File: src/rtl/instr_fetch_queue.sv
// Instruction-fetch front end: owns the fetch PC, issues word requests and buffers returned
// instructions in order for decode. Define IFQ_BYPASS_EN to forward a response straight to decode.
module instr_fetch_queue #(
   parameter logic [31:0] RESET_PC = 32'h0000_0000,
   parameter int          DEPTH    = 2
) (
   input  logic        clk,
   input  logic        rst_n,
   output logic        imem_req_valid,
   input  logic        imem_req_ready,
   output logic [31:0] imem_addr,
   input  logic        imem_rsp_valid,
   input  logic [31:0] imem_rsp_data,
   input  logic        redirect_valid,
   input  logic [31:0] redirect_pc,
   output logic        instr_valid,
   input  logic        instr_ready,
   output logic [31:0] instr,
   output logic [31:0] instr_pc
);

   localparam int            PW      = $clog2(DEPTH);
   localparam int            CW      = PW + 1;
   localparam logic [CW-1:0] DEPTH_C = CW'(DEPTH);

   logic [31:0]            fetch_pc;
   logic [DEPTH-1:0][31:0] q_pc;
   logic [DEPTH-1:0][31:0] q_data;
   logic [DEPTH-1:0]       q_filled;
   logic [PW-1:0]          head, tail, fill_ptr;
   logic [CW-1:0]          alloc_cnt, drop_cnt, filled_cnt, unfilled_cnt;
   logic [CW:0]            credit_used;
   logic [31:0]            redir_aligned;
   logic                   req_fire, rsp_drop, rsp_fill, pop;

   assign redir_aligned = redirect_pc & 32'hFFFF_FFFC;

   always_comb begin
      filled_cnt = '0;
      for (int i = 0; i < DEPTH; i++)
         filled_cnt = filled_cnt + CW'(q_filled[i]);
   end

   // Allocated entries still waiting for data; these become stale responses on a redirect.
   assign unfilled_cnt = alloc_cnt - filled_cnt;

   assign credit_used    = {1'b0, alloc_cnt} + {1'b0, drop_cnt};
   assign imem_req_valid = rst_n && !redirect_valid && (credit_used < {1'b0, DEPTH_C});
   assign imem_addr      = fetch_pc;
   assign req_fire       = imem_req_valid && imem_req_ready;

   assign rsp_drop = imem_rsp_valid && (drop_cnt != '0);
   assign rsp_fill = imem_rsp_valid && (drop_cnt == '0);

   always_comb begin
      instr_valid = q_filled[head];
      instr       = q_filled[head] ? q_data[head] : 32'h0;
      instr_pc    = q_filled[head] ? q_pc[head]   : 32'h0;
`ifdef IFQ_BYPASS_EN
      // Responses fill the oldest unfilled entry, so an unfilled head is exactly the target.
      if (!q_filled[head] && (alloc_cnt != '0) && rsp_fill && !redirect_valid) begin
         instr_valid = 1'b1;
         instr       = imem_rsp_data;
         instr_pc    = q_pc[head];
      end
`endif
   end

   assign pop = instr_valid && instr_ready && !redirect_valid;

   always_ff @(posedge clk or negedge rst_n) begin
      if (!rst_n) begin
         fetch_pc  <= RESET_PC;
         q_pc      <= '0;
         q_data    <= '0;
         q_filled  <= '0;
         head      <= '0;
         tail      <= '0;
         fill_ptr  <= '0;
         alloc_cnt <= '0;
         drop_cnt  <= '0;
      end else if (redirect_valid) begin
         fetch_pc  <= redir_aligned;
         q_filled  <= '0;
         head      <= '0;
         tail      <= '0;
         fill_ptr  <= '0;
         alloc_cnt <= '0;
         drop_cnt  <= drop_cnt + unfilled_cnt - CW'(imem_rsp_valid);
      end else begin
         if (req_fire) begin
            q_pc[tail] <= fetch_pc;
            tail       <= tail + PW'(1);
            fetch_pc   <= fetch_pc + 32'd4;
         end
         if (rsp_drop)
            drop_cnt <= drop_cnt - CW'(1);
         if (rsp_fill) begin
            q_data[fill_ptr]   <= imem_rsp_data;
            q_filled[fill_ptr] <= 1'b1;
            fill_ptr           <= fill_ptr + PW'(1);
         end
         // Placed after the fill so a bypassed-and-popped head ends up not filled.
         if (pop) begin
            q_filled[head] <= 1'b0;
            head           <= head + PW'(1);
         end
         alloc_cnt <= alloc_cnt + CW'(req_fire) - CW'(pop);
      end
   end

endmodule
File: config.mk
export PLATFORM = sky130hd
export DESIGN_NAME = instr_fetch_queue
export DESIGN_NICKNAME = d
export VERILOG_FILES = /design/src/rtl/instr_fetch_queue.sv
export SDC_FILE = /design/constraint.sdc
export NUM_CORES = 1
export LEC_CHECK = 0
export BUFFER_PORTS_ARGS = -buffer_cell sky130_fd_sc_hd__buf_4
export CORE_UTILIZATION = 55
export DETAILED_ROUTE_END_ITERATION = 6
export GPL_TIMING_DRIVEN = 0
export HOLD_SLACK_MARGIN = 0.03
export MAX_ROUTING_LAYER = met4
export PLACE_DENSITY = 0.8
export REMOVE_ABC_BUFFERS = 1
export SYNTH_ARGS = -nofsm -noshare
export SYNTH_HDL_FRONTEND = slang
export SYNTH_SLANG_ARGS = --single-unit
File: constraint.sdc
create_clock -name clk -period 3.7 [get_ports clk]
set_input_delay 0.185 -clock clk [delete_from_list [all_inputs] [get_ports clk]]
set_output_delay 0.185 -clock clk [all_outputs]
set_load 0.02 [all_outputs]
==> results.json <==
{
  "slew_viol_final": 0,
  "grt_max_degree": 107,
  "clk_latency_ns": 0.42,
  "die_h_um": 123,
  "post_cts.repair.setup_buffers": 0,
  "setup_viol_count_final": 0,
  "hold_viol": 0,
  "grt_pass1_wl_mm": 32.4,
  "h-tree-depth": 4,
  "first_global_vias": 6596,
  "place_hpwl_mm": 12.6,
  "crit_path_max_fanout": 28,
  "most-common-layout-cells": "162 x dfrtp_1, 160 x buf_4, 96 x mux2_2, 84 x nor2_1, 63 x mux2i_1",
  "wl_mm": 20.6,
  "powerDensity_nw_per_um2": 637,
  "worstSetupStartpointType": "flop",
  "mostFrequentLayoutCell": "dfrtp_1",
  "fill_cells": 879,
  "synth_warnings": 0,
  "slowest_stage": "fa_1",
  "fin_crit_sh_pct": 91.8,
  "crit_type": "flop to flop",
  "wl_per_cell_um": 18.8,
  "cts_root_buf": "clkbuf_16",
  "met2_length_mm": 10.2,
  "firstDrtPassIters": 6,
  "ys_types": 51,
  "core_area_um2": 14100,
  "status": "completed",
  "ys.flop_type": "dfrtp_1",
  "area_growth_pct": 32.5,
  "clockBufferDepth": 2,
  "avgSynthCellArea_um2": 11.6,
  "peakVddDrop_mv": 0.336,
  "fmax_ghz": 0.294,
  "drt_iter0_drc": 371,
  "m1WireLength_mm": 8.38,
  "finalClockSkew_ns": 0.00644,
  "place_area_um2": 9470,
  "row_count": 43,
  "crit_arrival_ns": 3.68,
  "die_x_um": 123,
  "drc": 0,
  "layout-drive-gt1-share_pct": 35.9,
  "hp-class": "input port to flop",
  "rsz0062_at_grt": "no",
  "fin_crit_ns": 3.40,
  "maxCapViolCount": 0,
  "cts_tree": "built",
  "grt_util_all_layers_pct": 28.8,
  "ys_seq_area_share_pct": 50.4,
  "synthArstFlopShare_pct": 100,
  "via_per_inst": 5.85,
  "gp_congestion": 0.813,
  "p_leak_nw": 4.99,
  "end_kind": "flop",
  "highest_layer": "met4",
  "via_count": 6397,
  "grt_antenna_before_repair": 0,
  "syn_area_um2": 8100,
  "antenna_cells": 0,
  "syn_inst": 700,
  "path_cells": "and2_1 -> fa_1 -> nor4b_4 -> and2_4 -> clkinvlp_4 -> ha_1 -> inv_1 -> ha_1 -> xnor2_1 -> nor2_1",
  "wl_met3_mm": 1.54,
  "final_core_util_pct": 76.1,
  "ant_nets": 0,
  "cts_buffers": 17,
  "stdcell_area_um2": 10700,
  "crit_path_max_incr_delay_ns": 0.49,
  "design.die.area_um2": 15200,
  "overflow": 0,
  "tightest_slew_ns": 1.25,
  "io_buffers": 161,
  "clk_pin_slew_worst_paths_ns": 0.06,
  "start_util_pct": 57.5,
  "clock-sinks": 163,
  "synth_seq_cells": 163,
  "num-nets-final": 979,
  "power_mw": 6.84,
  "pin_count": 168,
  "slew_headroom_pct": 16.6,
  "synth-edff-count": 0,
  "crit_required_ns": 3.98,
  "cpMostUsedCell": "ha_1"
}
[metal layers]
metal | GRT usage, % | vias up
met5 | - | -
met4 | 12.3 | 0
met3 | 6.55 | 40
met2 | 47.2 | 277
met1 | 34.0 | 3207
li1 | - | 2873
[critical path: cells and delay by family, from the launching register on]
| family | cells | cell delay [ns] |
|---|---|---|
| xor+xnor | 1 | 0.20 |
| fa+ha+maj | 3 | 1.07 |
| buf+inv | 2 | 0.43 |
| flops | 1 | 0.40 |
| simple gates | 4 | 1.17 |
[cell usage after synthesis (5+ instances only)]
cell / number / area, um^2
dfrtp_1: 163 / 4080
mux2_2: 96 / 1080
nor2_1: 84 / 315
mux2i_1: 64 / 641
nand2_1: 52 / 195
o21ai_0: 24 / 120
buf_2: 22 / 110
mux2_4: 21 / 315
nand4_1: 17 / 106
clkbuf_1: 16 / 60.1
o211ai_1: 15 / 113
nand3_1: 13 / 65.1
inv_1: 11 / 41.3
nand3b_1: 10 / 75.1
and3_1: 8 / 50.1
buf_4: 7 / 52.6
ha_1: 6 / 75.1
xnor2_1: 6 / 52.6
a21oi_1: 5 / 25.0
[state kept, by name, summed over array words and instances (netlist names)]
name / flops
fill_ptr: 1
q_pc: 60
drop_cnt: 2
alloc_cnt: 2
q_filled: 2
tail: 1
head: 1
imem_addr: 30
q_data: 64
[final timing paths]
path                            cells after the start  slack, ns      endpoint           start
max in group asynchronous                           3       2.89      q_pc[22]           rst_n
min in group asynchronous                           3       0.31    q_data[15]           rst_n
worst min-delay path                                3       0.05  imem_addr[8]  redirect_pc[8]
worst max-delay path                               10       0.30  alloc_cnt[1]    alloc_cnt[0]
worst max register to register                     10       0.30  alloc_cnt[1]    alloc_cnt[0]
worst min register to register                      2       0.48      q_pc[24]        q_pc[24]
[cell families (layout without fill, tap and decap cells)]
kind of cell               after synthesis  count (layout)  synth area share, %
buffers and inverters                   62             272                 3.92
AOI/OAI and AO/OA                       70              70                 5.76
adders and majority gates                9               9                 1.67
and+or+nand+nor                        206             206                 12.2
xor gates and xnor gates                 8               8                0.865
DFF                                    163             163                 50.4
other                                    1               4               0.0463
muxes                                  181             181                 25.2
[metrics by stage]
stage                     setup slack [ns]  hold slack [ns]  TNS, ns  std cells
after floorplan                      -2.05           -0.111  -114.79        652
after global placement               -4.91            0.392  -398.42        993
after detailed placement            -0.654            0.184   -25.32       1001
after CTS                           0.0641           0.0335        0       1093
after global routing                 0.172           0.0516        0       1093
final                                0.302           0.0536        0       1093
[power breakdown]
group,switching [mW],internal [mW]
sequential,0.415,2.38
clock,0.694,1.23
combinational,0.971,1.14
[layout make-up]
| class | count | area (um^2) | share of cell area (%) |
|---|---|---|---|
| repair inverters | 1 | 5.00 | 0.0466 |
| multi-input cells | 478 | 3740 | 34.8 |
| clock inverters | 9 | 176 | 1.64 |
| well taps | 180 | 225 | 2.10 |
| repair buffers | 228 | 1990 | 18.6 |
| flip-flops and latches | 163 | 4080 | 38.0 |
| inverters | 11 | 45.0 | 0.420 |
| clock buffers | 23 | 468 | 4.36 |
[repair_timing]
item,4_1_cts,5_1_grt
setup endpoints to repair,68,28
cloned,1,0
resized for setup,2,1
hold buffers,59,0
endpoints found under the hold margin,147,0
Power figures use the tool's default switching activity.
